### src/rtl/ps2_key_pkg.sv
// Shared scan codes, prefix-FSM encoding and movement-code constants for the PS/2 key decoder.
package ps2_key_pkg;

    localparam logic [7:0] ScExt   = 8'hE0;
    localparam logic [7:0] ScBreak = 8'hF0;
    localparam logic [7:0] ScUp    = 8'h75;
    localparam logic [7:0] ScDown  = 8'h72;
    localparam logic [7:0] ScLeft  = 8'h6B;
    localparam logic [7:0] ScRight = 8'h74;
    localparam logic [7:0] ScSpace = 8'h29;

    localparam logic [1:0] StIdle     = 2'd0;
    localparam logic [1:0] StExt      = 2'd1;
    localparam logic [1:0] StBreak    = 2'd2;
    localparam logic [1:0] StExtBreak = 2'd3;

    localparam logic [2:0] KeysSpace = 3'b000;
    localparam logic [2:0] KeysUp    = 3'b110;
    localparam logic [2:0] KeysDown  = 3'b001;
    localparam logic [2:0] KeysLeft  = 3'b011;
    localparam logic [2:0] KeysRight = 3'b101;
    localparam logic [2:0] KeysNone  = 3'b111;

    // One-hot key mask in {space, right, left, down, up} order; E0 29 is not space.
    function automatic logic [4:0] decode_key(input logic [7:0] code, input logic ext);
        logic [4:0] hit;
        hit = 5'b00000;
        case (code)
            ScUp:    hit = 5'b00001;
            ScDown:  hit = 5'b00010;
            ScLeft:  hit = 5'b00100;
            ScRight: hit = 5'b01000;
            ScSpace: hit = ext ? 5'b00000 : 5'b10000;
            default: hit = 5'b00000;
        endcase
        return hit;
    endfunction

    function automatic logic [2:0] encode_keys(input logic [4:0] held);
        logic [2:0] code;
        if (held[4])      code = KeysSpace;
        else if (held[0]) code = KeysUp;
        else if (held[1]) code = KeysDown;
        else if (held[2]) code = KeysLeft;
        else if (held[3]) code = KeysRight;
        else              code = KeysNone;
        return code;
    endfunction

endpackage

### src/rtl/ps2_prefix_timer.sv
// Idle counter for the scan-code prefix states; flags expiry after TIMEOUT_CYCLES-1 counted cycles.
module ps2_prefix_timer #(
    parameter int unsigned TIMEOUT_CYCLES = 50000
) (
    input  logic clk_i,
    input  logic rst_i,
    input  logic clr,
    input  logic run,
    output logic expired
);

    localparam int unsigned CntW = $clog2(TIMEOUT_CYCLES) + 1;
    localparam logic [CntW-1:0] CntLast = CntW'(TIMEOUT_CYCLES - 1);

    logic [CntW-1:0] cnt_q, cnt_d;

    assign expired = run && (cnt_q >= CntLast);

    // Saturates at the last count so a held-off clear can never wrap it.
    always_comb begin
        cnt_d = cnt_q;
        if (clr) begin
            cnt_d = '0;
        end else if (run && (cnt_q < CntLast)) begin
            cnt_d = cnt_q + 1'b1;
        end
    end

    always_ff @(posedge clk_i) begin
        if (rst_i) begin
            cnt_q <= '0;
        end else begin
            cnt_q <= cnt_d;
        end
    end

endmodule

### src/rtl/ps2_key_decoder.sv
// PS/2 scan-code decoder: E0/F0 prefix FSM, held movement flags and priority-encoded keys.
// Optional one-cycle make pulses on press_evt when PS2_KEY_DECODER_PRESS_EVT_EN is defined.
module ps2_key_decoder
    import ps2_key_pkg::*;
#(
    parameter int unsigned TIMEOUT_CYCLES = 50000
) (
    input  logic       CLOCK_50,
    input  logic       Reset,
    input  logic [7:0] ps2_byte,
    input  logic       ps2_byte_valid,
    output logic       key_up,
    output logic       key_down,
    output logic       key_left,
    output logic       key_right,
    output logic       key_space,
    output logic [2:0] keys,
    output logic       user_in,
    output logic [4:0] press_evt
);

    logic [1:0] state_q, state_d;
    logic [4:0] held_q, held_d;
    logic [2:0] keys_q, keys_d;
    logic       user_in_q, user_in_d;
    logic [4:0] hit;
    logic       is_ext, is_brk;
    logic       timer_clr, timer_run, timer_expired;

    assign is_ext    = (state_q == StExt) || (state_q == StExtBreak);
    assign is_brk    = (state_q == StBreak) || (state_q == StExtBreak);
    assign hit       = decode_key(ps2_byte, is_ext);
    assign timer_run = (state_q != StIdle);
    assign timer_clr = ps2_byte_valid || timer_expired;

    ps2_prefix_timer #(
        .TIMEOUT_CYCLES(TIMEOUT_CYCLES)
    ) u_prefix_timer (
        .clk_i   (CLOCK_50),
        .rst_i   (Reset),
        .clr     (timer_clr),
        .run     (timer_run),
        .expired (timer_expired)
    );

    // A strobe takes priority over a same-cycle timer expiry.
    always_comb begin
        state_d = state_q;
        held_d  = held_q;
        if (ps2_byte_valid) begin
            if ((ps2_byte == ScExt) && (state_q != StExtBreak)) begin
                state_d = StExt;
            end else if ((ps2_byte == ScBreak) && !is_brk) begin
                state_d = is_ext ? StExtBreak : StBreak;
            end else begin
                held_d  = is_brk ? (held_q & ~hit) : (held_q | hit);
                state_d = StIdle;
            end
        end else if (timer_expired) begin
            state_d = StIdle;
        end
    end

    assign keys_d    = encode_keys(held_d);
    assign user_in_d = (keys_d != KeysNone);

    always_ff @(posedge CLOCK_50) begin
        if (Reset) begin
            state_q   <= StIdle;
            held_q    <= 5'b00000;
            keys_q    <= KeysNone;
            user_in_q <= 1'b0;
        end else begin
            state_q   <= state_d;
            held_q    <= held_d;
            keys_q    <= keys_d;
            user_in_q <= user_in_d;
        end
    end

`ifdef PS2_KEY_DECODER_PRESS_EVT_EN
    logic [4:0] press_evt_q;

    always_ff @(posedge CLOCK_50) begin
        if (Reset) begin
            press_evt_q <= 5'b00000;
        end else begin
            press_evt_q <= held_d & ~held_q;
        end
    end

    assign press_evt = press_evt_q;
`else
    assign press_evt = 5'b00000;
`endif

    assign key_up    = held_q[0];
    assign key_down  = held_q[1];
    assign key_left  = held_q[2];
    assign key_right = held_q[3];
    assign key_space = held_q[4];
    assign keys      = keys_q;
    assign user_in   = user_in_q;

endmodule

### config.mk
export PLATFORM = sky130hd
export DESIGN_NAME = ps2_key_decoder
export DESIGN_NICKNAME = d
export VERILOG_FILES = /design/src/rtl/ps2_key_pkg.sv /design/src/rtl/ps2_prefix_timer.sv /design/src/rtl/ps2_key_decoder.sv
export SDC_FILE = /design/constraint.sdc
export NUM_CORES = 1
export LEC_CHECK = 0
export CELL_PAD_IN_SITES_DETAIL_PLACEMENT = 1
export CELL_PAD_IN_SITES_GLOBAL_PLACEMENT = 2
export CORE_MARGIN = 2
export CORE_UTILIZATION = 34
export DETAILED_ROUTE_END_ITERATION = 10
export PLACE_DENSITY = 0.92
export REMOVE_ABC_BUFFERS = 1
export SKIP_CTS_REPAIR_TIMING = 1
export SLEW_MARGIN = 20
export SYNTH_ARGS = -nofsm -noshare
export SYNTH_HDL_FRONTEND = slang
export SYNTH_SLANG_ARGS = --single-unit
### constraint.sdc
create_clock -name CLOCK_50 -period 5.6 [get_ports CLOCK_50]
set_input_delay 1.12 -clock CLOCK_50 [delete_from_list [all_inputs] [get_ports CLOCK_50]]
set_output_delay 1.12 -clock CLOCK_50 [all_outputs]
set_load 0.05 [all_outputs]
==> metrics.txt <==
fin crit share=50.5%; R2R cell count=5; Fin Hold WS=0.494 ns; Synth Register Bits=28; CP Launch Type=input pin; HP Start=u_prefix_timer.cnt_q[15]; Period minus WS final=2.83 ns; XOR/XNOR Fraction of Synth Area=0%; # fillers=523; dpl hpwl=3.14 mm; root buffer cell=clkbuf_8; max-slew violations=0; wire per inst=17.7 um; Slew HR=30.2%; hold depth=2; R2R Setup Slk=3.02 ns; htree depth=1; PwrDens=214 nW/um^2; Die ar.=5160 um^2; routed vias/inst=6.13; total core area=4380 um^2; HP Class=register to register; final net count=205; Final GP Congestion=0.765; Psw=88.1 uW; count of cell types in the netlist=41; internal power=304 uW; Vias=1496; Critical Path AT=3.06 ns; most common cell after layout, fill and taps aside=dfxtp_1; final setup fails=0; total track usage=17.8%; Setup crit end kind=register; Final ANT Viol Nets=0; die width=71.8 um; VDD IR max=0.122 mV; Layout Area Growth over Synthesis=17.4%; number of DRC markers in iteration 0=55; pin count of the biggest net entering global routing=32; reg2reg start=u_prefix_timer.cnt_q[11]; ratio of cells with drive above 1 in the final layout=9.90%; initial antenna violation count=0; count of input and output buffers=19; Max Buffers Root-to-Sink=2; part of the Yosys area used for sequential elements=35.8%; number of inserted diodes=0; Syn Area/Cell=8.79 um^2; Worst-Skew Late Latency=0.28 ns; commonest cells after routing, fill and taps aside=dfxtp_1, clkdlybuf4s50_1, nand2_1, or4_1, o31ai_1; num ports=25; utilization after layout=41.9%; mux share of post-synthesis cell area=3.28%; sw frac=22.4%; sequential share of power=50.8%; max frequency=0.354 GHz; Yosys warning total=0; number of global-route vias before repair=1617; combinational share of power=7.1%; simple-gate area share of the yosys netlist=29.6%; RSZ-0062 raised after global routing=no; Final Non-Filler Cells=244; Synth Area in Compound Gates=23.9%; Hold Crit Endpoint=u_prefix_timer.cnt_q[15]; Cells after Synth=178; CTS sink cnt=28; TNS Setup=0 ns; kind of critical path=input pin to register; reg2reg end=u_prefix_timer.cnt_q[13]; Residual DRC=0; crit-path max FO=5; Clk pwr share=42.1%; GRT overflow=0; critical path required time=5.84 ns; largest family of logic cells by synthesized area=simple AND/OR/NAND/NOR gates; routed wire length=4.32 mm; placed cell count=240; Slew @ Worst Pin=1.05 ns; outcome=completed; Worst-path clk slew=0.10 ns; Power Total=393 uW; Fin. Hold Viols=0; global-route wire length before repair=7.45 mm; Die Ht=71.8 um; Synth Area in Adders=0.800%; floorplan row count=24; Synth Cell Area=1560 um^2; Worst Skew=0.00518 ns; DR pass1 iterations=4; CTS tree=done; Initial Util=35.7%; MaxCap Viol Count=0; cts bufs inserted=3; Lkg Pwr=0.000545 uW
[stage by stage]
step           setup WS (ns)  area (um^2)
2_1_floorplan           3.25         1500
5_1_grt                 2.58         1840
4_1_cts                 2.79         1830
6_report                2.77         1840
3_5_place_dp            2.46         1760
3_3_place_gp            2.64         1760
[layout make-up]
class	count	area [um^2]	area share, %
multi-input cells	135	927	50.5
clock buffers	3	41.3	2.25
clock inverters	1	30.0	1.63
well taps	52	65.1	3.54
inverters	6	22.5	1.23
repair buffers	19	190	10.4
flip-flops and latches	28	561	30.5
[synthesized netlist by cell type]
library cell / n / area share (%)
conb_1: 1 / 0.24
a41oi_1: 1 / 0.56
a311oi_1: 1 / 0.56
and3_1: 2 / 0.80
a211oi_1: 9 / 4.3
buf_2: 1 / 0.32
nand4b_1: 3 / 1.7
a21o_1: 1 / 0.48
nor3_1: 3 / 0.96
a31oi_1: 2 / 0.80
nor2_1: 11 / 2.6
nor2b_1: 1 / 0.40
buf_6: 1 / 0.72
nand2_1: 12 / 2.9
mux2i_1: 4 / 2.6
o2111ai_1: 1 / 0.56
mux2_2: 1 / 0.72
o21ai_0: 5 / 1.6
a41o_1: 1 / 0.64
and2_1: 2 / 0.80
or4b_2: 1 / 0.64
ha_1: 1 / 0.80
or2_2: 2 / 0.80
and4_1: 3 / 1.7
a21oi_1: 1 / 0.32
nor4b_1: 1 / 0.56
dfxtp_1: 28 / 36
o31ai_1: 12 / 5.8
nor3b_1: 2 / 0.96
inv_1: 6 / 1.4
or4_1: 12 / 5.8
nor4_1: 3 / 1.2
or3_1: 5 / 2.0
a21oi_2: 2 / 1.1
a211oi_2: 9 / 7.2
nand4_1: 4 / 1.6
nand2b_1: 3 / 1.2
clkbuf_1: 6 / 1.4
nand3_1: 8 / 2.6
nand3b_1: 1 / 0.48
buf_4: 5 / 2.4
[worst max-delay path by stage]
stage | end | startpoint | slack [ns] | cells after the start
final | user_in | ps2_byte[4] | 2.77 | 6
after global routing | keys[2] | ps2_byte[2] | 2.58 | 6
after CTS | keys[1] | ps2_byte[4] | 2.79 | 6
after detailed placement | keys[0] | ps2_byte[4] | 2.46 | 6
after global placement | keys[1] | ps2_byte[0] | 2.64 | 6
after floorplan | user_in | ps2_byte[0] | 3.25 | 5
[power groups by stage]
stage / clock network [uW] / logic [uW] / registers [uW]
4_1_cts: 169 / 27.7 / 199
3_5_place_dp: 0 / 27.8 / 204
2_1_floorplan: 0 / 13.7 / 205
3_3_place_gp: 0 / 26.6 / 204
5_1_grt: 175 / 29.6 / 200
6_report: 165 / 27.8 / 199
[routing by layer]
layer	vias up	part of all wire, %	GRT usage, %
li1	706	-	-
met1	730	41	20.7
met2	48	52	32.0
met3	12	4.1	4.08
met4	0	2.5	6.29
met5	-	0	0
[state kept, by name (all words and copies together), names as in the netlist]
register	flops
held_q	5
keys	3
state_q	2
u_prefix_timer.cnt_q	17
user_in	1
[kinds of logic after synthesis]
kind of cell             after synthesis
buffers and inverters                 19
flip-flops                            28
AO/OA/AOI/OAI                         45
multiplexers                           5
other                                  1
adder cells (fa/ha/maj)                1
AND/OR/NAND/NOR                       79
[critical path, stage by stage]
cell and delay [ns]:
clkdlybuf4s50_1 0.47, nor4b_1 0.48, and4_1 0.29, nor2_1 0.05, a211oi_1 0.47, nand2b_1 0.17
(Power assumes the default switching activity.)
